## config.mk

```make
export PLATFORM = sky130hd
export DESIGN_NAME = wb_stage
export DESIGN_NICKNAME = d
export VERILOG_FILES = /design/src/rtl/wb_pkg.sv /design/src/rtl/wb_load_align.sv /design/src/rtl/wb_stage.sv
export SDC_FILE = /design/constraint.sdc
export NUM_CORES = 1
export LEC_CHECK = 0
export CELL_PAD_IN_SITES_DETAIL_PLACEMENT = 0
export CELL_PAD_IN_SITES_GLOBAL_PLACEMENT = 2
export CORE_MARGIN = 3
export CORE_UTILIZATION = 31
export CTS_CLUSTER_DIAMETER = 60
export CTS_CLUSTER_SIZE = 16
export DETAILED_ROUTE_END_ITERATION = 7
export PLACE_DENSITY = 0.84
export REMOVE_ABC_BUFFERS = 1
export SLEW_MARGIN = 20
export SYNTH_ARGS = -nofsm -noshare
export SYNTH_HDL_FRONTEND = slang
export SYNTH_SLANG_ARGS = --single-unit
```

## constraint.sdc

```tcl
create_clock -name clk -period 2.7 [get_ports clk]
set_input_delay 0.54 -clock clk [delete_from_list [all_inputs] [get_ports clk]]
set_output_delay 0.54 -clock clk [all_outputs]
set_load 0.02 [all_outputs]
```

## src/rtl/wb_pkg.sv

```systemverilog
// Shared definitions for the writeback stage: load-mode encodings, entry
// control fields and the 32-bit load alignment helper.
package wb_pkg;

  typedef enum logic [2:0] {
    LD_NONE = 3'd0,
    LD_B    = 3'd1,
    LD_BU   = 3'd2,
    LD_H    = 3'd3,
    LD_HU   = 3'd4,
    LD_W    = 3'd5
  } wb_ld_e;

  localparam int unsigned LD_MODE_W = 3;

  // Control part of a buffered entry; the width-dependent wreg/data fields are
  // appended by the stage, which knows REG_AW and DATA_W.
  typedef struct packed {
    logic v;
    logic wd;
  } wb_entry_t;

  // Little-endian load alignment for a 32-bit word; reserved codes pass through.
  function automatic logic [31:0] align32(input logic [LD_MODE_W-1:0] ld,
                                          input logic [1:0]           lo,
                                          input logic [31:0]          w);
    logic [7:0]  b;
    logic [15:0] h;
    b = w[{lo, 3'b000} +: 8];
    h = lo[1] ? w[31:16] : w[15:0];
    case (ld)
      LD_B:    return {{24{b[7]}}, b};
      LD_BU:   return {24'h0, b};
      LD_H:    return {{16{h[15]}}, h};
      LD_HU:   return {16'h0, h};
      default: return w;
    endcase
  endfunction

endpackage

```

## src/rtl/wb_load_align.sv

```systemverilog
// Combinational load-data alignment and extension applied before the data
// enters the writeback skid buffer.
module wb_load_align
  import wb_pkg::*;
#(
  parameter int DATA_W = 32
) (
  input  logic [LD_MODE_W-1:0] ex_ld,
  input  logic [1:0]           ex_addr_lo,
  input  logic [DATA_W-1:0]    ex_wdata,
  output logic [DATA_W-1:0]    aligned
);

  // Sub-word loads only exist on the 32-bit datapath; other widths pass through.
  generate
    if (DATA_W == 32) begin : g_w32
      assign aligned = align32(ex_ld, ex_addr_lo, ex_wdata);
    end else begin : g_pass
      assign aligned = ex_wdata;
    end
  endgenerate

endmodule

```

## src/rtl/wb_stage.sv

```systemverilog
// Writeback pipeline stage: 2-entry skid buffer (main M, skid S) between
// EX/MEM and the register file, with flush and a bypass view of M.
module wb_stage
  import wb_pkg::*;
#(
  parameter int DATA_W       = 32,
  parameter int REG_AW       = 5,
  parameter bit ZERO_DISCARD = 1'b1
) (
  input  logic                 clk,
  input  logic                 rst,
  input  logic                 flush,
  input  logic                 in_valid,
  output logic                 in_ready,
  input  logic                 ex_wd,
  input  logic [REG_AW-1:0]    ex_wreg,
  input  logic [DATA_W-1:0]    ex_wdata,
  input  logic [LD_MODE_W-1:0] ex_ld,
  input  logic [1:0]           ex_addr_lo,
  input  logic                 out_ready,
  output logic                 wb_wd,
  output logic [REG_AW-1:0]    wb_wreg,
  output logic [DATA_W-1:0]    wb_wdata,
  output logic                 fwd_valid,
  output logic [REG_AW-1:0]    fwd_wreg,
  output logic [DATA_W-1:0]    fwd_wdata
);

  typedef struct packed {
    wb_entry_t         ctl;
    logic [REG_AW-1:0] wreg;
    logic [DATA_W-1:0] data;
  } entry_t;

  entry_t m_q, m_n;
  entry_t s_q, s_n;
  entry_t in_entry;
  logic   in_ready_q;
  logic   push;
  logic   pop;
  logic   m_write;
  logic [DATA_W-1:0] aligned;

  wb_load_align #(
    .DATA_W (DATA_W)
  ) u_align (
    .ex_ld      (ex_ld),
    .ex_addr_lo (ex_addr_lo),
    .ex_wdata   (ex_wdata),
    .aligned    (aligned)
  );

  // A write to register 0 is turned into a bubble when ZERO_DISCARD is set.
  always_comb begin
    in_entry.ctl.v  = 1'b1;
    in_entry.ctl.wd = ex_wd & ~(ZERO_DISCARD && (ex_wreg == '0));
    in_entry.wreg   = ex_wreg;
    in_entry.data   = aligned;
  end

  assign push = in_valid & in_ready_q;
  assign pop  = m_q.ctl.v & out_ready;

  // NOTE: every variable gets its hold value first, so no path can infer a latch.
  always_comb begin
    m_n = m_q;
    s_n = s_q;
    if (flush) begin
      m_n.ctl.v = 1'b0;
      s_n.ctl.v = 1'b0;
    end else if (pop && s_q.ctl.v) begin
      m_n = s_q;
      if (push) s_n = in_entry;
      else      s_n.ctl.v = 1'b0;
    end else if (pop) begin
      if (push) m_n = in_entry;
      else      m_n.ctl.v = 1'b0;
    end else if (push) begin
      if (!m_q.ctl.v) m_n = in_entry;
      else            s_n = in_entry;
    end
  end

  // NOTE: the two entries are tiny, so payload fields are reset along with the
  // valid bits; a large buffer would reset only the valid bits.
  // NOTE: state uses non-blocking assignments so all registers update together.
  always_ff @(posedge clk or negedge rst) begin
    if (!rst) begin
      m_q        <= '0;
      s_q        <= '0;
      in_ready_q <= 1'b1;
    end else begin
      m_q        <= m_n;
      s_q        <= s_n;
      in_ready_q <= ~s_n.ctl.v;
    end
  end

  assign in_ready = in_ready_q;

  // Write-port view depends on out_ready; the bypass view does not.
  assign m_write   = m_q.ctl.v & m_q.ctl.wd;
  assign wb_wd     = m_write & out_ready;
  assign wb_wreg   = wb_wd ? m_q.wreg : '0;
  assign wb_wdata  = wb_wd ? m_q.data : '0;
  assign fwd_valid = m_write;
  assign fwd_wreg  = m_write ? m_q.wreg : '0;
  assign fwd_wdata = m_write ? m_q.data : '0;

endmodule

```

Word-level counts from Yosys, hierarchy flattened

Cells that the tools add are included.
W data, S select, Z words.

Equality and inequality tests: 7
Shift operators: 1
Mux-type cells: 18
Bitwise operators: 8
Reduce and logical (&&, ||, !) cells: 8

Operator list:

| cell                 | count |
|---|---|
| $mux W39             | 7 |
| $pmux W32 S4         | 1 |
| $mux W38             | 2 |
| $mux W32             | 2 |
| $shiftx A32 B6 Y8    | 1 |
| $mux W16             | 1 |
| $mux W5              | 2 |
| $eq A3 B2 Y1 const B | 2 |
| $reduce_bool A2 Y1   | 3 |
| $and A1 B1 Y1        | 5 |
| $logic_not A5 Y1     | 1 |
| $reduce_and A5 Y1    | 1 |
| $reduce_bool A4 Y1   | 1 |
| $eq A3 B1 Y1 const B | 1 |
| $eq A3 B3 Y1 const B | 1 |
| $mux W1              | 3 |
| $ne A3 B1 Y1 const B | 1 |
| $not A1 Y1           | 3 |
| $reduce_and A3 Y1    | 1 |
| $ne A2 B1 Y1 const B | 1 |
| $ne A2 B2 Y1 const B | 1 |
| $logic_and A1 B1 Y1  | 1 |

Register bits after elaboration: 79
Input bits: 48
Output and inout bits: 77
Word-level logic and storage cells: 51

Longest topological paths before layout

Gate-level depths: netlist (run 1).

Depth in word-level cells: 9
Depth in mapped cells: 7
Depth with buffers taken out: 5

By module

From an unflattened synthesis (run 1), not the netlist that was laid out.

Cell total of the unflattened synthesis: 434
Area total of the unflattened synthesis: 4,929.7 um^2

Modules (own cells, without submodules):

| module        | instances | cells each | area an instance (um^2) | seq. area each (um^2) |
|---|---|---|---|---|
| wb_stage      | 1         | 314        | 4,080.2                 | 1,978.1 |
| wb_load_align | 1         | 120        | 849.6                   | 0.0 |

Worst setup path after synthesis (run 1)

No wires, ideal clock.

Path type: input-to-output
Start: input out_ready
End: output wb_wdata[10]
Arrival time: 1,354 ps
Required time: 2,160 ps
Setup slack: 806 ps
Stages on the path: 4
Buffers on the path: 2
Cell sequence: and3_1 -> clkbuf_1 -> clkbuf_1 -> and2_1

Word-level cells in the longest chain between the ends: 2

Ends and longest elaborated chain:

| item          | RTL line        | RTL |
|---|---|---|
| from (decl)   | wb_stage.sv:20  | `input logic out_ready,` |
| $and A1 B1 Y1 | wb_stage.sv:103 | `assign wb_wd = m_write & out_ready;` |
| $mux W32      | wb_stage.sv:105 | `assign wb_wdata = wb_wd ? m_q.data : '0;` |
| to (decl)     | wb_stage.sv:23  | `output logic [DATA_W-1:0] wb_wdata,` |

Every way passes these cells.

Worst setup path in the final report (run 1)

Start: input out_ready
End: output wb_wd

Word-level cells in the longest chain between the ends: 1

Ends and longest elaborated chain:

| item          | RTL line        | RTL |
|---|---|---|
| $and A1 B1 Y1 | wb_stage.sv:103 |  |
| to (decl)     | wb_stage.sv:21  | `output logic wb_wd,` |

Every way passes these cells.

==> results of run 1 <==
-- through the flow --
| stage | instance area [µm²] | worst slack, ns | TNS, ns |
|---|---|---|---|
| 2_1_floorplan | 4404 | -0.8534 | -44.24 |
| 3_3_place_gp | 6140 | -0.02185 | -0.1983 |
| 3_5_place_dp | 6140 | -0.05775 | -1.088 |
| 4_1_cts | 6367 | 0.08162 | 0 |
| 5_1_grt | 6367 | 0.02792 | 0 |
| 6_report | 6367 | 0.1098 | 0 |
-- what timing repair did --
action	CTS	global route
hold buffers	0	0
setup endpoints to repair	37	0
resized for setup	37	0
hold endpoints to repair	0	0
-- cells by family (layout without fill, tap and decap cells) --
logic type,count (synthesis),count (layout),share of synthesized area (%)
flops,79,79,42.96
simple gates,257,257,27.61
mux,8,8,2.201
xor+xnor,2,2,0.3805
buf+inv,48,172,4.592
compound gates,136,136,22.26
-- per-layer routing --
layer  global-route usage, %  vias up  wire length, µm
li1                        -     2115                -
met1                   25.45     2067             6817
met2                   28.96      126             6920
met3                   2.583       16              799
met4                   5.743        0              216
met5                       0        -                0
-- power by group through the flow --
stage / clock [mW] / combinational, mW / sequential (mW)
after floorplan: 0 / 0.588 / 1.67
after global placement: 0 / 0.998 / 1.70
after global routing: 1.20 / 1.12 / 1.74
final: 1.14 / 1.00 / 1.70
after CTS: 1.15 / 1.02 / 1.70
after detailed placement: 0 / 1.02 / 1.72
-- registers in the layout, summed over array words and instances (netlist names) --
register / count
m_q: 39
s_q: 39
in_ready: 1
-- placed cells by master, fill, tap and decap left out, drive strengths merged --
cell,instances
nand2,50
dfstp,1
or3,1
a211oi,26
xnor2,1
buf,30
dfrtp,78
a221o,3
a211o,1
mux2,7
nor2b,2
nand3,9
and3,38
nor3,26
clkinv,3
nor2,77
a22oi,15
clkdlybuf4s50,86
o21ai,17
and2,48
nor3b,1
a31oi,20
nand4,1
a21oi,30
a21o,15
inv,4
dlygate4sd2,37
xor2,1
clkbuf,11
clkinvlp,1
a221oi,9
nand2b,3
mux4,1
or4,1
-- layout make-up --
type,instances,area [µm²],area share [%]
sequential,79,1978,31.07
clock buffer,11,242.7,3.812
timing repair buffer,153,1448,22.74
clock inverter,5,31.28,0.4913
multi-input combinational,403,2431,38.18
tap,180,225.2,3.537
inverter,3,11.26,0.1769
-- final timing paths --
| check | startpoint | end | slack [ns] |
|---|---|---|---|
| max | out_ready | wb_wd | 0.11 |
| min | rst | m_q[36]$_DFFE_PN0P_ | 0.17 |
| max reg2reg | m_q[38]$_DFFE_PN0P_ | m_q[20]$_DFFE_PN0P_ | 0.63 |
| min reg2reg | s_q[35]$_DFFE_PN0P_ | s_q[35]$_DFFE_PN0P_ | 0.47 |
| max in group asynchronous | rst | m_q[10]$_DFFE_PN0P_ | 1.90 |
| min in group clk | s_q[35]$_DFFE_PN0P_ | s_q[35]$_DFFE_PN0P_ | 0.47 |
==> impl_metrics.toml, run 1 <==
[run_status]
status = "finished clean"

[global_route]
grt_pass1_vias = 4317
grt_overflow = 0
grt_pass1_wl_mm = 23.55
gr-usage-all-layers_pct = 18.14
antenna_found_initial = 0
grt_max_degree = 44

[yosys]
yosysTopAreaCell = "dfrtp_1"
synth_ff_type = "dfrtp_1"
synthTopCellsByArea = "dfrtp_1 42%, and2_1 6.5%, nor2_1 6.0%"
synth-seq-cells = 79
synth_cell_types = 40
synth_area_per_cell_um2 = 8.688
ys_seq_area_share_pct = 42.96
yosys_warnings = 0
synth.top_cells.by_count = "78 x dfrtp_1, 74 x nor2_1, 50 x nand2_1"
synth-edff-count = 0
yosysMostFrequentCell = "dfrtp_1"
syn_area_um2 = 4604
synthCells = 530
ys_async_sr_fraction_pct = 100.0
synth_top_area_share_pct = 42.39

[worst_setup_path]
worst_path_max_delay_cell = "clkdlybuf4s50_1"
critPathKind = "in -> out"
crit_path_cell_trace = "clkdlybuf4s50_1, and3_1, buf_4, clkdlybuf4s50_1"
critPathArrivalTime_ns = 2.05
cp_common_cell = "clkdlybuf4s50_1"
path_depth = 4
critPathTopFamily = "buffers and inverters"
path_buf_inv = 3
critPathMaxFanout = 18
r2r_cells = 6
cp.required_ns = 2.16
max_stage_delay_ns = 0.63
worstSetupEndpointType = "output port"
cp-start-kind = "primary input"

[floorplan]
fp.dieW_um = 127.9
die_h_um = 127.9
initial_core_util_pct = 32.42
dieArea_um2 = 16350
rows = 43
io_pins = 125
core-area_um2 = 14200

[power]
switchingPower_mw = 1.230
power_density_nw_per_um2 = 602.8
power_frac_comb_pct = 26.1
p_clk_share_pct = 29.7
total_power_mw = 3.838
p_int_mw = 2.609
swShare_pct = 32.04
power_leakage_nw = 2.870
ir_drop_uv = 299.1
pwr-share-seq_pct = 44.2

[clocking]
cts_buffer_depth = 2
cts_sinks = 79
cts_made_buffers = 9
cts_setup_buffers = 0
cts_tree = "done"
clk_latency_ns = 0.34
htreeDepth = 3
clk_pin_slew_worst_paths_ns = 0.06
cts_root_buffer = "clkbuf_16"

[timing]
tightest_slew_ns = 0.5836
final_max_slew_viol_count = 0
setup_viol = 0
period_minus_slack_ns = 2.590
whs_ns = 0.1671
fin_crit_sh_pct = 95.93
clock_skew_ns = 0.007908
max_freq_mhz = 386.1
relSlewSlack_pct = 61.08
finalHoldViolations = 0
rsz0062_at_grt = "false"

[finish]
fillerInstances = 1417
nets = 697
area_growth_pct = 38.29
n_antenna_cell = 0
drive_above_1_share_pct = 12.69
fin_util_pct = 44.83
layout.cells.non_filler = 834

[detailed_routing]
wl_per_cell_um = 17.69
route.detailed.drc = 0
vias = 4324
firstDrtPassIters = 5
vias_per_cell = 5.185
wirelength_mm = 14.75
drt-initial-drc-count = 334
ant_nets = 0

[placement]
dp_hpwl_mm = 10.89
gp_congestion = 0.8261
dp.cells = 818
portBuffers = 124

[hold_path]
hold_class = "in -> async"

[run]
maxCapViolations = 0
Power figures use the tool's default switching activity.
==> run 2, diff against run 1 <==
==> constraint.sdc (replaced) <==
create_clock -name clk -period 2.7 [get_ports clk]
set_input_delay 0.54 -clock clk [delete_from_list [all_inputs] [get_ports clk]]
set_output_delay 0.54 -clock clk [all_outputs]
set_load 0.01 [all_outputs]
==> impl_metrics.toml, run 2 (synthesis gave the netlist of run 1 again) <==
[power]
ir_drop_uv = 299.7
p_clk_share_pct = 33.0
power_leakage_nw = 2.715
pwr-share-seq_pct = 42.6
switchingPower_mw = 1.172
swShare_pct = 29.40
power_density_nw_per_um2 = 616.2
p_int_mw = 2.815
power_frac_comb_pct = 24.5

[finish]
layout.cells.non_filler = 834
mostFrequentLayoutCell = "clkdlybuf4s50_1"
final_cell_mix = "123 x clkdlybuf4s50_1, 78 x dfrtp_1, 74 x nor2_1, 50 x nand2_1, 48 x and2_1"
drive_above_1_share_pct = 12.54
area_growth_pct = 40.54
n_antenna_cell = 0
nets = 697

[detailed_routing]
firstDrtPassIters = 4
vias_per_cell = 5.216
ant_nets = 0
route.detailed.drc = 0
vias = 4350
wirelength_mm = 15.11
drt-initial-drc-count = 316
wl_per_cell_um = 18.12

[timing]
setup_viol = 0
whs_ns = 0.1861
max_freq_mhz = 376.4
tightest_slew_ns = 0.5683
relSlewSlack_pct = 62.11
finalHoldViolations = 0
period_minus_slack_ns = 2.657
fin_crit_sh_pct = 98.40
clock_skew_ns = 0.006190
final_max_slew_viol_count = 0
rsz0062_at_grt = "true"

[worst_setup_path]
cp.required_ns = 2.16
rr_endpoint = "m_q[20]$_DFFE_PN0P_"
regToRegStartpoint = "m_q[38]$_DFFE_PN0P_"
worstSetupEndpointType = "output port"
critPathArrivalTime_ns = 2.12
cp-start-kind = "primary input"
reg2reg_slack_ns = 0.61
r2r_cells = 6
critPathKind = "in -> out"
crit_start = "out_ready"
critPathMaxFanout = 18

[global_route]
grt_pass1_vias = 4356
grt_pass1_wl_mm = 23.89
gr-usage-all-layers_pct = 18.57
grt_max_degree = 44
grt_overflow = 0
antenna_found_initial = 0

[run_status]
status = "finished clean"

[floorplan]
core-area_um2 = 14200
dieArea_um2 = 16350
rows = 43
fp.dieW_um = 127.9
io_pins = 125
die_h_um = 127.9
initial_core_util_pct = 32.42

[hold_path]
hold_class = "in -> async"

[clocking]
clk_latency_ns = 0.34
cts_sinks = 79
cts_tree = "done"
cts_made_buffers = 9
cts_root_buffer = "clkbuf_16"
cts.hold.buffers_added = 0
cts_setup_buffers = 0
htreeDepth = 3
clk_pin_slew_worst_paths_ns = 0.06
cts_buffer_depth = 2

[placement]
portBuffers = 124
gp_congestion = 0.8244
dp.cells = 818
dp_hpwl_mm = 10.89

[run]
maxCapViolations = 0
run 2: worst max-delay path, stage by stage:
cell,delay [ns]
clkdlybuf4s50_1,0.51
and3_4,0.20
buf_6,0.17
and2_1,0.15
clkdlybuf4s50_1,0.53
run 2: worst max path at each step:
stage | cells after the start | end | slack (ns)
after floorplan | 3 | s_q[0]$_DFFE_PN0P_ | -0.85
after global placement | 7 | m_q[21]$_DFFE_PN0P_ | -0.008
after detailed placement | 7 | m_q[16]$_DFFE_PN0P_ | -0.06
after CTS | 5 | wb_wdata[11] | 0.01
after global routing | 5 | wb_wdata[10] | -0.008
final | 5 | wb_wdata[11] | 0.04
run 2: power groups by stage:
stage                     clock [mW]  combinational, mW  sequential [mW]
after CTS                       1.34              0.986             1.69
after floorplan                    0              0.544             1.67
final                           1.31              0.976             1.70
after global placement             0              0.955             1.70
after global routing            1.39               1.09             1.74
after detailed placement           0              0.981             1.71
run 2: per-stage QoR:
step	area (µm²)	total power [mW]	setup TNS, ns	setup slack (ns)	util, %
final	6471	3.987	0	0.04328	45.56
after global routing	6471	4.219	-0.01074	-0.007941	45.56
after floorplan	4404	2.216	-44.24	-0.8534	-
after CTS	6459	4.025	0	0.01496	45.47
after global placement	6140	2.655	-0.03852	-0.007659	43.23
after detailed placement	6140	2.695	-0.6760	-0.06336	43.23
run 2: layout make-up:
cell class                 instances  area (µm²)
timing repair buffer             153        1501
multi-input combinational        403        2436
clock buffer                      13       250.2
inverter                           3       11.26
sequential                        79        1978
clock inverter                     3       68.82
tap                              180       225.2
fill                            1366        7732
run 2: metal layers:
| metal | share of wire [%] | GRT usage (%) |
|---|---|---|
| met1 | 47 | 26.15 |
| met2 | 47 | 29.33 |
| met3 | 4.6 | 2.750 |
| met4 | 0.97 | 6.180 |
| met5 | 0 | 0 |
run 2: timing repair:
item | 4_1_cts | 5_1_grt
resized for setup | 0 | 3
endpoints found under the setup margin | 0 | 28
endpoints found under the hold margin | 0 | 0
